[src/rtl/interval_timer_arbiter_pkg.sv]
// ---------------------------------------------------------------------------
// interval_timer_arbiter_pkg
// Shared definitions for the interval timer arbiter: default sizing constants
// and the controller state encoding.
// ---------------------------------------------------------------------------
package interval_timer_arbiter_pkg;

   localparam int DEFAULT_NUM_REQ = 4;
   localparam int DEFAULT_WIDTH   = 8;

   typedef enum logic [1:0] {
      ST_IDLE    = 2'd0,
      ST_RUN     = 2'd1,
      ST_DONE    = 2'd2,
      ST_ABORTED = 2'd3
   } state_t;

endpackage

[src/rtl/interval_timer_arbiter_rr_arbiter.sv]
// ---------------------------------------------------------------------------
// rr_arbiter
// Purely combinational round-robin selector. The search starts at index ptr,
// walks upward and wraps to 0; the first active request wins.
// Ports:
//   req    - request vector, one bit per requester
//   ptr    - index that has highest priority this cycle
//   gnt    - one-hot grant (zero when nothing is requested)
//   gnt_id - binary index of the granted requester
//   any    - high when some request is granted
// ---------------------------------------------------------------------------
module rr_arbiter
   import interval_timer_arbiter_pkg::*;
#(
   parameter int N    = DEFAULT_NUM_REQ,
   parameter int ID_W = $clog2(DEFAULT_NUM_REQ)
) (
   input  logic [N-1:0]    req,
   input  logic [ID_W-1:0] ptr,
   output logic [N-1:0]    gnt,
   output logic [ID_W-1:0] gnt_id,
   output logic            any
);

   // Two ordered passes: indices at or above ptr first, then the wrapped
   // indices below ptr. This avoids any modulo arithmetic on the index.
   always_comb begin
      // NOTE: every output gets a default before the search so no path
      // through this block leaves a value unassigned (no latch).
      gnt    = '0;
      gnt_id = '0;
      any    = 1'b0;
      for (int i = 0; i < N; i++) begin
         if (!any && req[i] && (i >= int'(ptr))) begin
            any    = 1'b1;
            gnt[i] = 1'b1;
            gnt_id = ID_W'(i);
         end
      end
      for (int i = 0; i < N; i++) begin
         if (!any && req[i] && (i < int'(ptr))) begin
            any    = 1'b1;
            gnt[i] = 1'b1;
            gnt_id = ID_W'(i);
         end
      end
   end

endmodule

[src/rtl/interval_timer_arbiter.sv]
// ---------------------------------------------------------------------------
// interval_timer_arbiter
// Several requesters share one interval counter. In IDLE the round-robin
// winner is accepted, its length latched, and the counter runs for that many
// cycles; a one-cycle completion pulse then reports the winner's id.
// Ports:
//   clk, rst_n  - clock, asynchronous active-low reset
//   req_valid   - one request bit per requester
//   req_len     - packed interval lengths, requester i at [i*WIDTH +: WIDTH]
//   req_ready   - one-hot acceptance (IDLE only)
//   abort       - synchronous cancel of the active interval
//   busy        - high in every state except IDLE
//   count       - live counter value
//   done_valid  - one-cycle completion pulse
//   done_id     - id of the requester whose interval completed
// ---------------------------------------------------------------------------
module interval_timer_arbiter
   import interval_timer_arbiter_pkg::*;
#(
   parameter int NUM_REQ = DEFAULT_NUM_REQ,
   parameter int WIDTH   = DEFAULT_WIDTH
) (
   input  logic                       clk,
   input  logic                       rst_n,
   input  logic [NUM_REQ-1:0]         req_valid,
   input  logic [NUM_REQ*WIDTH-1:0]   req_len,
   output logic [NUM_REQ-1:0]         req_ready,
   input  logic                       abort,
   output logic                       busy,
   output logic [WIDTH-1:0]           count,
   output logic                       done_valid,
   output logic [$clog2(NUM_REQ)-1:0] done_id
);

   localparam int              ID_W    = $clog2(NUM_REQ);
   localparam logic [ID_W-1:0] LAST_ID = ID_W'(NUM_REQ - 1);

   state_t           r_state;
   logic [ID_W-1:0]  r_ptr;
   logic [ID_W-1:0]  r_id;
   logic [WIDTH-1:0] r_len;
   logic [WIDTH-1:0] r_count;

   logic [NUM_REQ-1:0] w_gnt;
   logic [ID_W-1:0]    w_gnt_id;
   logic               w_any;
   logic               w_accept;
   logic [WIDTH-1:0]   w_sel_len;
   logic [ID_W-1:0]    w_ptr_next;
   logic [WIDTH-1:0]   w_len_m1;
   logic               w_done_valid;

   rr_arbiter #(
      .N    (NUM_REQ),
      .ID_W (ID_W)
   ) u_rr_arbiter (
      .req    (req_valid),
      .ptr    (r_ptr),
      .gnt    (w_gnt),
      .gnt_id (w_gnt_id),
      .any    (w_any)
   );

   // Pick the winner's length with a one-hot mux instead of a variable slice.
   always_comb begin
      w_sel_len = '0;
      for (int i = 0; i < NUM_REQ; i++) begin
         if (w_gnt[i]) w_sel_len = req_len[i*WIDTH +: WIDTH];
      end
   end

   // Acceptance depends only on state, reset and req_valid; abort never
   // reaches req_ready. Gating with rst_n keeps req_ready low during reset.
   assign w_accept   = (r_state == ST_IDLE) && rst_n && w_any;
   assign req_ready  = ((r_state == ST_IDLE) && rst_n) ? w_gnt : '0;
   assign w_ptr_next = (w_gnt_id == LAST_ID) ? '0 : w_gnt_id + 1'b1;
   assign w_len_m1   = r_len - 1'b1;

   // An abort arriving in DONE cancels that cycle's completion pulse.
   assign w_done_valid = (r_state == ST_DONE) && !abort;
   assign done_valid   = w_done_valid;
   assign done_id      = w_done_valid ? r_id : '0;
   assign busy         = (r_state != ST_IDLE);
   assign count        = r_count;

   always_ff @(posedge clk or negedge rst_n) begin
      if (!rst_n) begin
         r_state <= ST_IDLE;
         r_ptr   <= '0;
         r_id    <= '0;
         r_len   <= '0;
         r_count <= '0;
      end else begin
         // NOTE: state registers use non-blocking assignments so every
         // register samples the pre-edge values regardless of statement order.
         case (r_state)
            ST_IDLE: begin
               if (w_accept) begin
                  r_id    <= w_gnt_id;
                  r_len   <= w_sel_len;
                  r_count <= '0;
                  r_ptr   <= w_ptr_next;
                  r_state <= (w_sel_len == '0) ? ST_DONE : ST_RUN;
               end
            end
            ST_RUN: begin
               if (abort) begin
                  r_state <= ST_ABORTED;
               end else if (r_count == w_len_m1) begin
                  // The last RUN cycle leaves count at len-1 for DONE.
                  r_state <= ST_DONE;
               end else begin
                  r_count <= r_count + 1'b1;
               end
            end
            ST_DONE: begin
               if (abort) begin
                  r_state <= ST_ABORTED;
               end else begin
                  r_state <= ST_IDLE;
                  r_count <= '0;
               end
            end
            ST_ABORTED: begin
               r_state <= ST_IDLE;
               r_count <= '0;
            end
            default: begin
               r_state <= ST_IDLE;
               r_count <= '0;
            end
         endcase
      end
   end

endmodule

[config.mk]
export PLATFORM = sky130hd
export DESIGN_NAME = interval_timer_arbiter
export DESIGN_NICKNAME = d
export VERILOG_FILES = /design/src/rtl/interval_timer_arbiter_pkg.sv /design/src/rtl/interval_timer_arbiter_rr_arbiter.sv /design/src/rtl/interval_timer_arbiter.sv
export SDC_FILE = /design/constraint.sdc
export NUM_CORES = 1
export LEC_CHECK = 0
export ABC_AREA = 1
export BUFFER_PORTS_ARGS = -buffer_cell sky130_fd_sc_hd__buf_2
export CORE_MARGIN = 2
export CORE_UTILIZATION = 35
export DETAILED_ROUTE_END_ITERATION = 8
export SYNTH_ARGS = -nofsm -noshare
export SYNTH_HDL_FRONTEND = slang
export SYNTH_SLANG_ARGS = --single-unit
export TNS_END_PERCENT = 20
[constraint.sdc]
create_clock -name clk -period 2.2 [get_ports clk]
set_input_delay 0.11 -clock clk [delete_from_list [all_inputs] [get_ports clk]]
set_output_delay 0.11 -clock clk [all_outputs]
set_load 0.01 [all_outputs]
==> metrics.txt <==
largest cells by area after synthesis sky130_fd_sc_hd__dfrtp_1 (32%), sky130_fd_sc_hd__nand2_1 (17%), sky130_fd_sc_hd__nor2_1 (8.4%), sky130_fd_sc_hd__inv_1 (6.9%), sky130_fd_sc_hd__nand3_1 (5.3%); number of antenna violations at the first check in global routing 0; area overhead of the layout relative to synthesis 26.1%; core area 4690 um^2; total wirelength of the detailed-routed design 3910 um; number of iterations in the first detailed-routing pass 4; worst-path fanout max 9; via count of the first global-routing pass 1598; CTS root buf sky130_fd_sc_hd__clkbuf_8; reg2reg setup slack 0.21 ns; Synth async-reset ratio 100%; synthesized area per cell 6.58 um^2; fraction of final layout cells sized beyond drive strength 1 26.8%; portion of synthesized cell area occupied by the leading cell type 32.4%; starting utilization of the core area 36.2%; Vias 1679; antenna violation net count after detailed routing 0; Die Height 73.7 um; clock edge transition at the registers on the reported setup and hold paths 0.08 ns; ratio of routed vias to standard cells 4.48; Slew Limit Headroom 74.0%; total DRC errors in the routed layout 0; global-route wire length before repair 6790 um; net count after synthesis 299; Filler cells 489; Final Hold Vio Count 0; maximum frequency from static timing analysis 502 MHz; global placer's final weighted congestion 0.873; class of the most critical setup path reg2reg; min-delay worst type in2reg; clock skew 0.00557 ns; FF/Latch Area 551 um^2; wire length per cell after detailed routing 10.4 um; Finish-stage setup viols 0; Max clock buf depth 2; estimated wirelength of the detail-placed design 3220 um; post-route setup TNS 0 ns; TritonCTS clock tree built; netlist area before placement 1700 um^2; total global routing track utilization 15.9%; Iter 0 DRT Violations 86; I/O pin count 55; YS warnings 0; count of flip-flops with a built-in enable after synthesis 0; most used standard cell by instance count after synthesis sky130_fd_sc_hd__nand2_1; area enclosed by the die boundary 5420 um^2; count of max-cap constraint violations 0; total number of H-tree levels 1; startpoint of the worst setup timing path r_ptr[0]; post-layout util 45.6%; share of the clock period used by the worst path after layout 90.5%; die width 73.7 um; flops & latches, synth 22; P_leak 1.20 nW; leading area contributor after synthesis sky130_fd_sc_hd__dfrtp_1; number of placement rows 25; Final min period 1.99 ns; number of max-slew violations in the final report 0; number of CTS-inserted buffers 3; most common library cells after synthesis sky130_fd_sc_hd__nand2_1 (77), sky130_fd_sc_hd__nor2_1 (38), sky130_fd_sc_hd__inv_1 (31); clock sink total 22; Setup crit start kind flip-flop; diode count 0; total congestion overflow 0; cell count after synthesis 258; Power Density 1060 nW/um^2; quantity of I/O buffers inserted on ports 54; maximum vdd ir drop 0.382 mV; leading register cell type out of synthesis sky130_fd_sc_hd__dfrtp_1; transition time at the pin with the least slew margin 0.387 ns; sequential element share of the synthesized area 32.4%; endpoint kind of the worst setup timing path flip-flop; worst hold start abort; Critical Path RT 2.37 ns; arrival time of the worst setup path 2.16 ns; maximum number of pins on one net before global-route repair 23; RSZ-0062 raised after global routing no; final net count 363; worst-skew pair later-pin latency 0.27 ns; number of distinct library cells after synthesis 26; status complete, no violations; beginning of the worst register-to-register path r_ptr[0]; area occupied by multi-input gates 996 um^2
## worst max-delay path, stage by stage (launching register included)
cell                      delay (ns)
sky130_fd_sc_hd__dfrtp_1        0.40
sky130_fd_sc_hd__nor2_1         0.17
sky130_fd_sc_hd__nand2_2        0.11
sky130_fd_sc_hd__nand3_1        0.10
sky130_fd_sc_hd__nor2_2         0.05
sky130_fd_sc_hd__nand4_2        0.10
sky130_fd_sc_hd__nand2_2        0.14
sky130_fd_sc_hd__nand2_1        0.09
sky130_fd_sc_hd__nand3_1        0.06
sky130_fd_sc_hd__nor2_1         0.16
sky130_fd_sc_hd__nand2_1        0.07
sky130_fd_sc_hd__nor2_1         0.14
sky130_fd_sc_hd__nand2_1        0.10
sky130_fd_sc_hd__nand2_1        0.07
sky130_fd_sc_hd__nand2_1        0.05
sky130_fd_sc_hd__nand2_1        0.05
sky130_fd_sc_hd__nand2_1        0.04
## sequential cells by signal, summed over array words and instances (netlist names)
name / count
r_ptr: 2
r_id: 2
r_state: 2
r_len: 8
count: 8
## final timing paths
| path | end | depth (start not counted) |
|---|---|---|
| worst max-delay path | r_state[0] | 16 |
| worst min-delay path | r_state[0] | 4 |
| worst max register to register | r_state[0] | 16 |
| worst min register to register | r_len[1] | 2 |
| max in group asynchronous | r_len[5] | 3 |
| min in group asynchronous | count[4] | 3 |
## through the flow
| step | hold slack, ns | power (W) | cells | instance area (um^2) | setup WS, ns |
|---|---|---|---|---|---|
| global route | 0.230 | 0.00251 | 375 | 2140 | 0.0104 |
| CTS | 0.188 | 0.00221 | 371 | 2110 | 0.103 |
| global placement | 0.138 | 0.00190 | 366 | 2040 | 0.206 |
| finish | 0.203 | 0.00226 | 375 | 2140 | 0.209 |
| detailed placement | 0.132 | 0.00191 | 366 | 2040 | 0.134 |
| floorplan | -0.186 | 0.00161 | 258 | 1700 | 0.398 |
## layer usage
metal	global-route usage, %	part of all wire [%]
met5	0	0
met2	26.3	43
met3	2.19	5.8
met1	21.4	50
met4	5.05	1.4
## layout make-up
| cell class | count | area share [%] |
|---|---|---|
| multi-input combinational | 197 | 46.5 |
| sequential | 22 | 25.7 |
| timing repair buffer | 63 | 15.9 |
| inverter | 35 | 6.14 |
| tap | 54 | 3.16 |
| clock buffer | 4 | 2.57 |
## cell families after synthesis
kind of cell	share of synthesized area [%]
fa+ha+maj	1.47
compound gates	6.85
buf+inv	9.21
xor+xnor	8.77
simple gates	41.3
flops	32.4
## report_power, final
group | total, W | switching [W] | internal (W)
logic | 0.00131 | 0.000780 | 0.000530
registers | 0.000660 | 0.000122 | 0.000537
clock network | 0.000292 | 0.000133 | 0.000160
## placed cells by master, fill, tap and decap left out, drive strengths merged
cell type	Yosys	routed
nor4	2	2
ha	2	2
o21ai	14	14
nand2	85	85
nor3	4	4
o21a	1	1
buf	3	62
a21oi	6	6
nand3	19	19
xor2	8	8
clkbuf	1	4
inv	35	35
a41oi	1	1
nand4	5	5
dfrtp	22	22
and3	1	1
xnor2	9	9
dlygate4sd3	0	1
nor2	40	40
## what timing repair did
item	4_1_cts	5_1_grt
resized for setup	0	1
endpoints found under the setup margin	0	5
buffers inserted	0	4
hold buffers	1	0
endpoints found under the hold margin	22	0
Note: power is estimated with default switching activity, not from simulation.
